==> src/rtl/sprite_layer_mixer_if.sv <==
// Pixel-side bundle for the sprite layer mixer:
// layer inputs from the CLUT stage, composited results out.
interface sprite_layer_mixer_if #(
  parameter int LAYERS = 6,
  parameter int COLRW  = 12
);
  logic                    frame;
  logic                    de;
  logic [LAYERS-1:0]       layer_draw;
  logic [LAYERS*COLRW-1:0] layer_colr;
  logic [COLRW-1:0]        bg_colr;
  logic                    restart;
  logic [COLRW-1:0]        paint_colr;
  logic [LAYERS-1:0]       hit_mask;
  logic                    hit;
  logic [3:0]              lives;
  logic [1:0]              state;

  modport master (
    output frame, de, layer_draw, layer_colr,
    output bg_colr, restart,
    input  paint_colr, hit_mask, hit, lives, state
  );

  modport slave (
    input  frame, de, layer_draw, layer_colr,
    input  bg_colr, restart,
    output paint_colr, hit_mask, hit, lives, state
  );
endinterface

==> src/rtl/sprite_layer_mixer.sv <==
// N-layer priority compositor with player collision and lives FSM.
// Option: SPRITE_LAYER_MIXER_BLINK_EN blinks the player while invulnerable.
module sprite_layer_mixer #(
  parameter int LAYERS        = 6,
  parameter int COLRW         = 12,
  parameter int PLAYER_LAYER  = 0,
  parameter int LIVES         = 3,
  parameter int INVULN_FRAMES = 60
) (
  input  logic                 clk_pix,
  input  logic                 rst_pix_n,
  sprite_layer_mixer_if.slave  bus
);

  localparam int CW = $clog2(INVULN_FRAMES + 1);
  localparam logic [CW-1:0] INV_LD = CW'(INVULN_FRAMES);
  localparam logic [3:0] LIVES_LD = 4'(LIVES);

  typedef enum logic [1:0] {
    ALIVE  = 2'd0,
    INVULN = 2'd1,
    DEAD   = 2'd2
  } st_t;

  st_t               st_q;
  logic [CW-1:0]     cnt_q;
  logic [LAYERS-1:0] accum_q;
  logic [LAYERS-1:0] draw_c;
  logic [LAYERS-1:0] ovl;
  logic              any_ovl;
  logic              blank;
  logic [COLRW-1:0]  pick;

`ifdef SPRITE_LAYER_MIXER_BLINK_EN
  logic [7:0] cnt_ext;
  assign cnt_ext = 8'(cnt_q);
  assign blank = (st_q == INVULN) & cnt_ext[2];
`else
  assign blank = 1'b0;
`endif

  // Draw flags used for compositing (player may be blanked)
  always_comb begin
    draw_c = bus.layer_draw;
    draw_c[PLAYER_LAYER] = bus.layer_draw[PLAYER_LAYER] & ~blank;
  end

  // Priority mux: lowest drawing index wins, else background
  always_comb begin
    pick = bus.bg_colr;
    for (int i = LAYERS - 1; i >= 0; i--) begin
      if (draw_c[i]) pick = bus.layer_colr[i*COLRW +: COLRW];
    end
  end

  // Layers overlapping the player this pixel (raw draw flags)
  always_comb begin
    ovl = '0;
    if (bus.de & bus.layer_draw[PLAYER_LAYER]) ovl = bus.layer_draw;
    ovl[PLAYER_LAYER] = 1'b0;
  end

  assign any_ovl = |ovl;

  // Registered composited colour
  always_ff @(posedge clk_pix or negedge rst_pix_n) begin
    if (!rst_pix_n) bus.paint_colr <= '0;
    else bus.paint_colr <= bus.de ? pick : '0;
  end

  // Per-frame overlap accumulation and snapshot
  always_ff @(posedge clk_pix or negedge rst_pix_n) begin
    if (!rst_pix_n) begin
      accum_q      <= '0;
      bus.hit_mask <= '0;
    end else if (bus.frame) begin
      accum_q      <= '0;
      bus.hit_mask <= accum_q | ovl;
    end else begin
      accum_q <= accum_q | ovl;
    end
  end

  // Player life / invulnerability FSM
  always_ff @(posedge clk_pix or negedge rst_pix_n) begin
    if (!rst_pix_n) begin
      st_q      <= ALIVE;
      cnt_q     <= '0;
      bus.lives <= LIVES_LD;
      bus.hit   <= 1'b0;
    end else begin
      bus.hit <= 1'b0;
      unique case (st_q)
        ALIVE: begin
          if (any_ovl) begin
            bus.hit <= 1'b1;
            if (bus.lives <= 4'd1) begin
              bus.lives <= 4'd0;
              st_q      <= DEAD;
            end else begin
              bus.lives <= bus.lives - 4'd1;
              st_q      <= INVULN;
              cnt_q     <= INV_LD;
            end
          end
        end
        INVULN: begin
          if (bus.frame) begin
            if (cnt_q <= CW'(1)) begin
              cnt_q <= '0;
              st_q  <= ALIVE;
            end else begin
              cnt_q <= cnt_q - CW'(1);
            end
          end
        end
        DEAD: begin
          if (bus.restart) begin
            st_q      <= ALIVE;
            bus.lives <= LIVES_LD;
          end
        end
        default: st_q <= ALIVE;
      endcase
    end
  end

  assign bus.state = st_q;

endmodule

==> src/flat_wrapper.sv <==
// flat-port wrapper written by rule: the top's interface ports become plain ports
module sprite_layer_mixer_flat 
#(
  parameter int LAYERS        = 6,
  parameter int COLRW         = 12,
  parameter int PLAYER_LAYER  = 0,
  parameter int LIVES         = 3,
  parameter int INVULN_FRAMES = 60
)
  (clk_pix, rst_pix_n, bus_frame, bus_de, bus_layer_draw, bus_layer_colr, bus_bg_colr, bus_restart, bus_paint_colr, bus_hit_mask, bus_hit, bus_lives, bus_state);
  sprite_layer_mixer_if #(.LAYERS(LAYERS), .COLRW(COLRW)) bus_i ();
  input  logic clk_pix;
  input  logic rst_pix_n;
  input wire logic [$bits(bus_i.frame)-1:0] bus_frame;
  input wire logic [$bits(bus_i.de)-1:0] bus_de;
  input wire logic [$bits(bus_i.layer_draw)-1:0] bus_layer_draw;
  input wire logic [$bits(bus_i.layer_colr)-1:0] bus_layer_colr;
  input wire logic [$bits(bus_i.bg_colr)-1:0] bus_bg_colr;
  input wire logic [$bits(bus_i.restart)-1:0] bus_restart;
  output wire logic [$bits(bus_i.paint_colr)-1:0] bus_paint_colr;
  output wire logic [$bits(bus_i.hit_mask)-1:0] bus_hit_mask;
  output wire logic [$bits(bus_i.hit)-1:0] bus_hit;
  output wire logic [$bits(bus_i.lives)-1:0] bus_lives;
  output wire logic [$bits(bus_i.state)-1:0] bus_state;
  assign bus_i.frame = bus_frame;
  assign bus_i.de = bus_de;
  assign bus_i.layer_draw = bus_layer_draw;
  assign bus_i.layer_colr = bus_layer_colr;
  assign bus_i.bg_colr = bus_bg_colr;
  assign bus_i.restart = bus_restart;
  assign bus_paint_colr = bus_i.paint_colr;
  assign bus_hit_mask = bus_i.hit_mask;
  assign bus_hit = bus_i.hit;
  assign bus_lives = bus_i.lives;
  assign bus_state = bus_i.state;
  sprite_layer_mixer #(.LAYERS(LAYERS), .COLRW(COLRW), .PLAYER_LAYER(PLAYER_LAYER), .LIVES(LIVES), .INVULN_FRAMES(INVULN_FRAMES)) u_core (.clk_pix(clk_pix), .rst_pix_n(rst_pix_n), .bus(bus_i));
endmodule
==> config.mk <==
export PLATFORM = sky130hd
export DESIGN_NAME = sprite_layer_mixer_flat
export DESIGN_NICKNAME = d
export VERILOG_FILES = /design/src/rtl/sprite_layer_mixer_if.sv /design/src/rtl/sprite_layer_mixer.sv /design/src/flat_wrapper.sv
export SDC_FILE = /design/constraint.sdc
export NUM_CORES = 1
export LEC_CHECK = 0
export ABC_AREA = 0
export CAP_MARGIN = 0
export CELL_PAD_IN_SITES_DETAIL_PLACEMENT = 0
export CELL_PAD_IN_SITES_GLOBAL_PLACEMENT = 1
export CORE_ASPECT_RATIO = 2
export CORE_MARGIN = 2
export CORE_UTILIZATION = 31
export CTS_CLUSTER_SIZE = 25
export DETAILED_ROUTE_END_ITERATION = 16
export PLACE_DENSITY = 0.85
export SKIP_CTS_REPAIR_TIMING = 1
export SYNTH_ARGS = -nofsm -noshare
export SYNTH_HDL_FRONTEND = slang
export SYNTH_SLANG_ARGS = --single-unit
==> constraint.sdc <==
create_clock -name clk_pix -period 3.2 [get_ports clk_pix]
set_input_delay 0.48 -clock clk_pix [delete_from_list [all_inputs] [get_ports clk_pix]]
set_output_delay 0.48 -clock clk_pix [all_outputs]
set_load 0.1 [all_outputs]
---- Word-level counts from Yosys, hierarchy flattened ----
Index checks and enable logic that the tools add are counted.
storage, ports and cells
  flip-flop bits (word level) ............. 37
  bits in latches ......................... 0
  memory bits (writable) .................. 0
  bits in read-only memories .............. 0
  input bits .............................. 95
  word-level logic and storage cells ...... 53
  memories ................................ 0
cells by class
  add/subtract/negate cells ............... 2
  multipliers ............................. 0
  divide/modulo/power cells ............... 0
  magnitude comparators ................... 2
  equality and inequality tests ........... 7
  shift operators ......................... 0
  multiplexer cells ....................... 26
  bitwise logic cells ..................... 2
  reduce and logical (&&, ||, !) cells .... 7
operator list
  cell                                                                     number
  12-bit 2-to-1 mux                                                        7
  6-bit 2-to-1 mux                                                         6
  4-bit 2-to-1 mux                                                         3
  6-bit one-hot mux with 2 select lines                                    1
  2-bit 2-to-1 mux                                                         5
  4-bit one-hot mux with 2 select lines                                    1
  4-bit AND reduction                                                      2
  6-bit by 1-bit <= comparator with 1-bit output, second input constant    1
  2-bit inequality test, second input constant                             3
  6-bit OR                                                                 1
  2-bit one-hot mux with 3 select lines                                    1
  6-bit by 1-bit subtractor with 6-bit output, second input constant       1
  5-bit OR reduction                                                       1
  4-bit by 1-bit <= comparator with 1-bit output, second input constant    1
  2-bit by 1-bit inequality test with 1-bit output, second input constant  2
  2-bit nonzero test                                                       2
  4-bit by 1-bit subtractor with 4-bit output, second input constant       1
  3-bit AND reduction                                                      1
  2-bit by 1-bit == test with 1-bit output, second input constant          1
  2-bit == test, second input constant                                     1
  2-bit logical NOT                                                        1
  1-bit 2-to-1 mux                                                         2
  1-bit bitwise AND                                                        1

---- Longest topological paths before layout ----
Gate-level depths: netlist of the first run.
  word-level depth ........................ 7
  depth in mapped cells ................... 6
  gate-level depth less buffers ........... 6

---- Worst setup path after synthesis of the first run ----
No wires, ideal clock.
  path type ............................... reg-to-reg
  start ................................... register u_core.bus.lives[0]
  end ..................................... register u_core.st_q[1], in the netlist u_core.bus.state[1]
  setup time .............................. 0.094 ns
  arrival ................................. 1.979 ns
  data required time ...................... 3.106 ns
  slack ................................... 1.127 ns
  cell stages (with the launch flop) ...... 6
  buffers on the path ..................... 0
  clock period less this slack ............ 2.073 ns
  cell sequence ........................... dfstp_2 > ha_1 > nor2_1 > nor3_1 > or4b_1 > a21oi_1
between the ends
  word-level cells in the longest chain between the ends .. 4
RTL lines
  item                                            line                         text
  start, declared                                 sprite_layer_mixer_if.sv:28  output paint_colr, hit_mask, hit, lives, state
  start signal, assigned                          sprite_layer_mixer.sv:101    bus.lives <= bus.lives - 4'd1;
  4-bit by 1-bit <= comparator with 1-bit output  sprite_layer_mixer.sv:97     if (bus.lives <= 4'd1) begin
  2-bit 2-to-1 mux                                sprite_layer_mixer.sv:97
  2-bit 2-to-1 mux                                sprite_layer_mixer.sv:95     if (any_ovl) begin
  2-bit one-hot mux with 3 select lines           sprite_layer_mixer.sv:93     unique case (st_q)
  end signal, assigned                            sprite_layer_mixer.sv:99     st_q <= DEAD;
  end signal, assigned                            sprite_layer_mixer.sv:102    st_q <= INVULN;
  end signal, assigned                            sprite_layer_mixer.sv:111    st_q <= ALIVE;
  end, declared                                   sprite_layer_mixer.sv:25     st_t st_q;
No other way between the ends. The select of a mux whose other input is x is not followed.
A chain may end at the register's enable or synchronous reset.

---- Worst setup path in the final report of the first run ----
  start ................................... input port bus_layer_draw[5]
  end ..................................... register u_core.bus.lives[3]
between the ends
  word-level cells in the longest chain between the ends .. 4
RTL lines
  item                                                        line                      text
  start, declared                                             flat_wrapper.sv:16        input wire logic [$bits(bus_i.layer_draw)-1:0] bus_layer_draw;
  6-bit 2-to-1 mux                                            sprite_layer_mixer.sv:59  if (bus.de & bus.layer_draw[PLAYER_LAYER]) ovl = bus.layer_draw;
  5-bit OR reduction                                          sprite_layer_mixer.sv:63  assign any_ovl = |ovl;
  2-bit by 1-bit inequality test with 1-bit output (no line)  n/a
  3-bit AND reduction (no line)                               n/a
No other way between the ends.

==> impl_metrics.py, run 1 <==
metrics = {
    "synthesis": {
        "syn-instance-count": 256,
        "ys_warn_count": 0,
        "async_flop_share_pct": 100,
        "synth_area_leaders": "dfrtp_1, a22o_1, mux2_2",
        "synth_cell_types": 43,
        "syn_nets": 355,
        "synthesis.area_sq_mm": 0.00231,
        "synth-seq-area-share_pct": 38.0,
        "ys_ff_latch": 35,
        "synth_flop_cell": "dfrtp_1",
        "synth_edf_count": 0,
        "synth_top_cell_by_area": "dfrtp_1",
        "syn_area_per_cell_sq_um": 9.04,
        "synth_top_area_share_pct": 35.7,
    },
    "clock_tree": {
        "cts_tree": "yes",
        "path_clk_slew_ns": 0.05,
        "clock_path_buffers": 2,
        "numCtsBuffers": 5,
        "ctsRootBufferMaster": "clkbuf_16",
        "clock-sinks": 35,
        "htreeDepth": 2,
        "clock_latency_ns": 0.28,
    },
    "global_route": {
        "antenna_found_initial": 0,
        "grt_pass1_wl_um": 11800,
        "grt-ovfl-total": 0,
        "grt_max_degree": 36,
        "grt.total_usage_pct": 18.8,
        "grt_pass1_vias": 2395,
    },
    "final_layout": {
        "ff_latch_area_sq_um": 878,
        "multi_input_area_sq_mm": 0.00123,
        "num-fill-cells": 716,
        "nets": 468,
        "layout_commonest_cell": "clkdlybuf4s50_1",
        "diodes": 0,
        "synthToLayoutAreaGrowth_pct": 60.0,
        "drive_gt1_share_pct": 14.3,
        "layout_common_cells": "clkdlybuf4s50_1, dfrtp_1, inv_1",
    },
    "critical_path": {
        "reg2reg_slack_ns": 1.37,
        "critPathRequiredTime_ns": 3.36,
        "endpoint_kind": "register",
        "critPathLaunchType": "input port",
        "critPathKind": "input port to register",
        "arrival_ns": 2.42,
        "worstPathMaxFanout": 14,
    },
    "drt": {
        "finalWirelength_um": 7500,
        "wire_per_inst_um": 16.2,
        "drcViolationCount": 0,
        "ant_nets": 0,
        "vias_per_cell": 5.09,
        "vias": 2350,
        "drt_iter0_drc": 153,
        "firstDrtPassIters": 4,
    },
    "power_and_ir_drop": {
        "power.density_mw_per_mm2": 573,
        "peakVddDrop_uv": 242,
        "p_leak_nw": 1.65,
    },
    "floorplanning": {
        "boundaryPins": 120,
        "start_util_pct": 31.8,
        "die_h_um": 126,
        "fp.dieW_um": 65.1,
        "dieArea_sq_mm": 0.00821,
        "rows": 44,
        "core_area_sq_mm": 0.00727,
    },
    "timing": {
        "final_max_slew_viol_count": 0,
        "finalSetupTns_ns": 0,
        "finalCriticalPeriod_ns": 2.26,
        "fmax_mhz": 442,
        "setup_viol": 0,
        "relSlewSlack_pct": 33.9,
        "worst_slack_ns": 0.938,
        "rsz0062_at_grt": "false",
        "period_share_pct": 70.7,
        "hold_viol": 0,
        "clock_skew_ns": 0.00303,
        "tightest_slew_ns": 0.988,
    },
    "placed_design": {
        "numPortBuffers": 118,
        "gp_congestion": 0.820,
        "hpwl_um": 5920,
        "pre_cts_ws_ns": 0.615,
    },
    "hold_path": {
        "hp-class": "input port to async pin",
    },
    "run_status": {
        "outcome": "completed",
    },
    "job": {
        "cap_viol_max_count": 0,
    },
}
-- layout make-up --
class                           instances  area share, %
Multi-Input combinational cell        171           33.3
Clock buffer                            6           3.75
Tap cell                               92           3.11
Sequential cell                        35           23.7
Timing Repair Buffer                  124           32.0
Clock inverter                          2          0.946
Inverter                               32           3.24
-- synth_stat cells (2+ instances only) --
library cell and n:
dfrtp_1 33, a21oi_1 26, nor3_1 7, nand2_1 9, clkbuf_1 10, a221oi_1 12
inv_1 31, mux2_2 12, a31oi_1 2, nand3b_1 2, o21ai_0 18, and2_1 2
a211oi_1 2, buf_2 3, dfstp_2 2, buf_1 2, o21ba_2 2, mux2i_1 13
nand2b_1 4, nor2_1 14, a22o_1 23, o211ai_1 2, nor2b_1 2, ha_1 4
-- through the flow --
step	hold slack, ns	util (%)	std cells	instance area, sq um	power (mW)
final	0.280	50.9	462	3700	2.12
after global placement	0.471	48.6	454	3530	1.54
after floorplan	0.184	-	256	2310	1.25
after detailed placement	0.479	48.6	454	3530	1.55
after CTS	0.311	50.9	462	3700	2.13
after global routing	0.342	50.9	462	3700	2.23
-- layer usage --
metal  wire [um]  global-route usage, %
met5           0                      0
met4         130                   6.99
met3         373                   2.41
met2        4250                   35.7
met1        2750                   20.7
-- kinds of logic after synthesis --
family	synth area share (%)
AO/OA/AOI/OAI	27.7
other	0.162
AND/OR/NAND/NOR	11.7
adder cells (fa/ha/maj)	2.16
buffers and inverters	8.82
flip-flops	38.0
multiplexers	11.5
-- report_power, final --
part / internal (mW) / switching, mW / leakage, nW
combinational: 0.328 / 0.592 / 1.13
clock: 0.387 / 0.182 / 0.0868
sequential: 0.539 / 0.0936 / 0.430
-- registers in the layout, summed over array words and instances (netlist names) --
| register | cells |
|---|---|
| u_core.accum_q | 5 |
| u_core.cnt_q | 6 |
| u_core.bus.lives | 4 |
| u_core.bus.state | 2 |
| u_core.bus.hit | 1 |
| u_core.bus.paint_colr | 12 |
| u_core.bus.hit_mask | 5 |
-- worst paths after layout --
kind                                                 start                            endpoint  depth (start not counted)
max                                      bus_layer_draw[5]     u_core.bus.lives[3]$_DFFE_PN0P_                          6
min                                              rst_pix_n     u_core.bus.lives[3]$_DFFE_PN0P_                          1
min in group clk_pix           u_core.accum_q[1]$_DFF_PN0_         u_core.accum_q[1]$_DFF_PN0_                          2
max in group asynchronous                        rst_pix_n  u_core.bus.hit_mask[5]$_DFFE_PN0P_                          1
max reg2reg                u_core.bus.lives[0]$_DFFE_PN1P_     u_core.bus.state[1]$_DFFE_PN0P_                          5
min reg2reg                    u_core.accum_q[1]$_DFF_PN0_         u_core.accum_q[1]$_DFF_PN0_                          2
-- worst max-delay path: stages --
cell             delay [ns]
clkdlybuf4s50_1        0.76
or4_4                  0.68
o21ai_4                0.20
inv_2                  0.09
nand2b_4               0.10
o211ai_1               0.10
No activity file was read; power rests on OpenSTA's default activity.
==> run 2, diff against run 1 <==
- CORE_UTILIZATION: 31 -> 28
- PLACE_DENSITY: 0.85 -> 0.78
- clock period: 3.2 -> 2.21 ns (I/O delays scaled with it)
==> run 2 against run 1 <==
Clock skew is essentially flat. Utilization is 5.2 points lower. Clock power is 19% higher. First-iteration DRC count fell by 24%. Die area up 10%. Highest routed layer unchanged. Total power is 37% higher.
==> impl_metrics.py, run 2 (synthesis gave the netlist of run 1 again) <==
metrics = {
    "run_status": {
        "outcome": "completed",
    },
    "timing": {
        "rsz0062_at_grt": "false",
        "tightest_slew_ns": 0.852,
        "final_max_slew_viol_count": 0,
        "period_share_pct": 84.4,
        "hold_ws_ns": 0.138,
        "fmax_mhz": 536,
        "hold_viol": 0,
        "finalSetupTns_ns": 0,
        "setup_viol": 0,
        "relSlewSlack_pct": 43.1,
        "clock_skew_ns": 0.00347,
        "finalCriticalPeriod_ns": 1.87,
    },
    "clock_tree": {
        "clock-sinks": 35,
        "clock_latency_ns": 0.28,
        "ctsRootBufferMaster": "clkbuf_16",
        "clock_path_buffers": 2,
        "path_clk_slew_ns": 0.05,
        "numCtsBuffers": 5,
        "cts_tree": "yes",
        "htreeDepth": 2,
    },
    "final_layout": {
        "ff_latch_area_sq_um": 878,
        "largest_reg_flops": 12,
        "nets": 469,
        "reg_top3": "u_core.bus.paint_colr (12), u_core.cnt_q (6)",
        "layout_common_cells": "clkdlybuf4s50_1, dfrtp_1, inv_1, buf_4, a21oi_1",
        "multi_input_area_sq_mm": 0.00123,
        "drive_gt1_share_pct": 16.4,
        "synthToLayoutAreaGrowth_pct": 58.0,
        "num-fill-cells": 809,
        "layout_commonest_cell": "clkdlybuf4s50_1",
        "largest-register": "u_core.bus.paint_colr",
        "diodes": 0,
    },
    "power_and_ir_drop": {
        "comb_power_share_pct": 45.3,
        "p_leak_nw": 1.65,
        "peakVddDrop_uv": 442,
        "power_switching_share_pct": 42.8,
        "power.density_mw_per_mm2": 797,
        "pwr-share-seq_pct": 31.4,
        "p_int_mw": 1.67,
        "clockPowerShare_pct": 23.2,
        "power.switching_mw": 1.25,
    },
    "drt": {
        "drcViolationCount": 0,
        "firstDrtPassIters": 4,
        "drt_iter0_drc": 116,
        "finalWirelength_um": 8040,
        "wire_per_inst_um": 17.2,
        "vias": 2345,
        "ant_nets": 0,
        "vias_per_cell": 5.02,
    },
    "floorplanning": {
        "fp.dieW_um": 68.3,
        "boundaryPins": 120,
        "dieArea_sq_mm": 0.00905,
        "rows": 46,
        "die_h_um": 133,
        "core_area_sq_mm": 0.00800,
        "start_util_pct": 28.9,
    },
    "placed_design": {
        "hpwl_um": 6450,
        "gp_congestion": 0.799,
        "numPortBuffers": 118,
    },
    "job": {
        "cap_viol_max_count": 0,
    },
    "global_route": {
        "grt_max_degree": 36,
        "grt_pass1_vias": 2415,
        "antenna_found_initial": 0,
        "grt_pass1_wl_um": 12500,
        "grt.total_usage_pct": 18.6,
        "grt-ovfl-total": 0,
    },
    "critical_path": {
        "critPathLaunchType": "input port",
        "critPathRequiredTime_ns": 2.38,
        "worstPathMaxFanout": 10,
        "cpLargestDelayFamily": "buffers and inverters",
        "reg2reg_slack_ns": 0.38,
        "worst-path-buf-inv": 2,
        "cp_slowest_cell": "clkdlybuf4s50_1",
        "critPathKind": "input port to register",
        "path_cells": "clkdlybuf4s50_1 -> buf_4 -> mux2_2 -> mux2i_1 -> o21ai_0 -> a22o_1",
        "arrival_ns": 2.03,
        "critPathMaxStageDelay_ns": 0.61,
        "endpoint_kind": "register",
    },
    "hold_path": {
        "hp-class": "input port to async pin",
    },
}
==> run 2: worst paths after layout <==
check,end,cells after the start,startpoint
max,u_core.bus.paint_colr[7]$_DFF_PN0_,6,bus_layer_draw[5]
min,u_core.bus.lives[3]$_DFFE_PN0P_,1,rst_pix_n
max reg2reg,u_core.bus.state[1]$_DFFE_PN0P_,5,u_core.bus.lives[0]$_DFFE_PN1P_
min reg2reg,u_core.accum_q[1]$_DFF_PN0_,2,u_core.accum_q[1]$_DFF_PN0_
max in group asynchronous,u_core.accum_q[3]$_DFF_PN0_,1,rst_pix_n
min in group clk_pix,u_core.accum_q[1]$_DFF_PN0_,2,u_core.accum_q[1]$_DFF_PN0_
==> run 2: area by class of cell <==
| cell class | count | share of cell area, % |
|---|---|---|
| multi-input cells | 171 | 33.7 |
| well taps | 96 | 3.29 |
| clock inverters | 1 | 0.137 |
| clock buffers | 7 | 3.63 |
| repair buffers | 125 | 32.0 |
| inverters | 32 | 3.29 |
| flip-flops and latches | 35 | 24.0 |
==> run 2: per-stage QoR <==
step                power, mW  cells  setup slack (ns)  util [%]  area [sq um]
global route             3.07    467             0.225      45.7          3660
floorplan                1.82    256             0.137         -          2310
finish                   2.91    467             0.344      45.7          3660
global placement         2.24    459            0.0723      44.0          3520
CTS                      2.94    467             0.339      45.7          3660
detailed placement       2.25    459            0.0508      44.0          3520
==> run 2: power groups by stage <==
stage | registers, mW | logic [mW] | clock network (mW)
finish | 0.915 | 1.32 | 0.677
global route | 0.935 | 1.42 | 0.716
CTS | 0.914 | 1.33 | 0.690
detailed placement | 0.923 | 1.33 | 0
global placement | 0.923 | 1.31 | 0
floorplan | 1.37 | 0.451 | 0
==> run 2: routing by layer <==
layer  GRT usage (%)  vias up  part of all wire, %
met4            8.44        0                  3.2
li1                -     1151                    -
met5               0        -                    0
met3            2.47       15                  4.4
met2            34.7       78                   57
met1            19.3     1101                   35
==> run 3, diff against run 2 <==
- CORE_UTILIZATION: 28 -> 26
- PLACE_DENSITY: 0.78 -> 0.76
- clock period: 2.21 -> 1.7 ns (I/O delays scaled with it)
==> run 3 against run 2 <==
The run now ends with negative setup slack left. Register-to-register slack worse by 0.39 ns. Sequential power is 36% higher. Final cell count increased by 4.7%. Hold slack gained 0.32 ns. First-iteration DRC count up 6.0%. Setup slack worse by 0.35 ns. Clock skew rose by 0.0025 ns. Critical path type is now register to register. Critical endpoint is now u_core.bus.state[1]$_DFFE_PN0P_.
==> impl_metrics.py, run 3 (synthesis gave the netlist of run 1 again) <==
metrics = {
    "drt": {
        "drcViolationCount": 0,
        "vias_per_cell": 4.98,
        "finalWirelength_um": 8140,
        "ant_nets": 0,
        "drt_iter0_drc": 123,
        "wire_per_inst_um": 16.6,
        "vias": 2436,
        "firstDrtPassIters": 4,
    },
    "timing": {
        "hold_viol": 0,
        "tightest_slew_ns": 0.515,
        "final_max_slew_viol_count": 0,
        "rsz0062_at_grt": "true",
        "period_share_pct": 100,
        "finalCriticalPeriod_ns": 1.71,
        "fmax_mhz": 586,
        "clock_skew_ns": 0.00596,
        "setup_viol": 1,
        "worst_slack_ns": -0.00712,
        "relSlewSlack_pct": 65.5,
        "finalSetupTns_ns": -0.00712,
        "hold_ws_ns": 0.459,
    },
    "critical_path": {
        "endpoint_kind": "register",
        "critPathKind": "register to register",
        "reg2reg_depth": 5,
        "path_cells": "ha_4 -> nor2_4 -> nor3_4 -> or4b_4 -> a21oi_2",
        "arrival_ns": 1.91,
        "cp_slowest_cell": "dfstp_4",
        "critPathMaxStageDelay_ns": 0.64,
        "critPathRequiredTime_ns": 1.90,
        "worstPathMaxFanout": 3,
        "critPathLaunchType": "register",
    },
    "run_status": {
        "outcome": "finished with violations",
        "failed_checks": "negative setup slack",
    },
    "global_route": {
        "grt-ovfl-total": 0,
        "grt_max_degree": 26,
        "grt_pass1_wl_um": 12700,
        "grt_pass1_vias": 2513,
        "grt.total_usage_pct": 17.2,
        "antenna_found_initial": 0,
    },
    "final_layout": {
        "largest-register": "u_core.bus.paint_colr",
        "largest_reg_flops": 12,
        "layout_common_cells": "clkdlybuf4s50_1, inv_1, dfrtp_1",
        "utilization_pct": 48.4,
        "stdcell_area_sq_mm": 0.00419,
        "layout.cells.non_filler": 489,
        "drive_gt1_share_pct": 23.1,
        "synthToLayoutAreaGrowth_pct": 81.0,
        "diodes": 0,
        "layout_commonest_cell": "clkdlybuf4s50_1",
        "nets": 488,
        "reg_top3": "u_core.bus.paint_colr (12), u_core.cnt_q (6)",
    },
    "clock_tree": {
        "numCtsBuffers": 5,
        "clock-sinks": 35,
        "cts_tree": "yes",
        "clock_path_buffers": 2,
        "path_clk_slew_ns": 0.05,
        "ctsRootBufferMaster": "clkbuf_16",
        "htreeDepth": 2,
        "clock_latency_ns": 0.28,
    },
    "power_and_ir_drop": {
        "power.density_mw_per_mm2": 1010,
        "p_leak_nw": 1.86,
        "power_mw": 4.24,
        "peakVddDrop_uv": 461,
    },
    "floorplanning": {
        "core_area_sq_mm": 0.00865,
        "start_util_pct": 26.8,
        "dieArea_sq_mm": 0.00971,
        "boundaryPins": 120,
        "die_h_um": 137,
        "rows": 48,
        "fp.dieW_um": 70.7,
    },
    "placed_design": {
        "gp_congestion": 0.789,
        "numPortBuffers": 118,
        "hpwl_um": 6760,
        "place_area_sq_mm": 0.00399,
        "dp_cells": 481,
        "pre_cts_ws_ns": -0.310,
    },
    "hold_path": {
        "hp-class": "input port to async pin",
    },
    "job": {
        "cap_viol_max_count": 0,
    },
}
-- run 3: cell count changes in the layout (fill, tap and decap cells not counted), moves of 3 or more --
| cell | delta |
|---|---|
| dfrtp_2 | +3 |
| dfrtp_1 | -3 |
| buf_4 | -9 |
| buf_12 | +25 |
-- run 3: power breakdown --
| group | total [mW] | internal [mW] | switching, mW | leakage (nW) |
|---|---|---|---|---|
| Combinational | 2.14 | 0.949 | 1.19 | 1.37 |
| Sequential | 1.24 | 1.03 | 0.209 | 0.428 |
| Clock | 0.850 | 0.535 | 0.315 | 0.0640 |
-- run 3: critical path, delay by kind of cell, from the launching register on --
| family | cells | cell delay [ns] |
|---|---|---|
| and+or+nand+nor | 3 | 0.74 |
| DFF | 1 | 0.64 |
| AOI/OAI and AO/OA | 1 | 0.12 |
| adders and majority gates | 1 | 0.14 |
-- run 3: routing by layer --
layer,track usage (%),wire (um),share of wire (%)
met1,15.9,2610,32
met2,35.4,5000,61
met3,2.63,292,3.6
met4,7.23,238,2.9
met5,0,0,0
-- run 3: cell type report --
class	instances	area [sq um]
multi-input combinational	171	1280
sequential	35	890
fill	873	4460
timing repair buffer	144	1640
tap	100	125
inverter	32	120
clock buffer	7	133
-- run 3: path summary, 6_finish.rpt --
check | from | slack, ns | endpoint
max reg2reg | u_core.bus.lives[0]$_DFFE_PN1P_ | -0.007 | u_core.bus.state[1]$_DFFE_PN0P_
max in group asynchronous | rst_pix_n | 0.65 | u_core.bus.lives[1]$_DFFE_PN1P_
max | u_core.bus.lives[0]$_DFFE_PN1P_ | -0.007 | u_core.bus.state[1]$_DFFE_PN0P_
min reg2reg | u_core.accum_q[3]$_DFF_PN0_ | 0.49 | u_core.accum_q[3]$_DFF_PN0_
min in group clk_pix | bus_layer_draw[1] | 0.48 | u_core.accum_q[1]$_DFF_PN0_
min | rst_pix_n | 0.46 | u_core.bus.paint_colr[6]$_DFF_PN0_
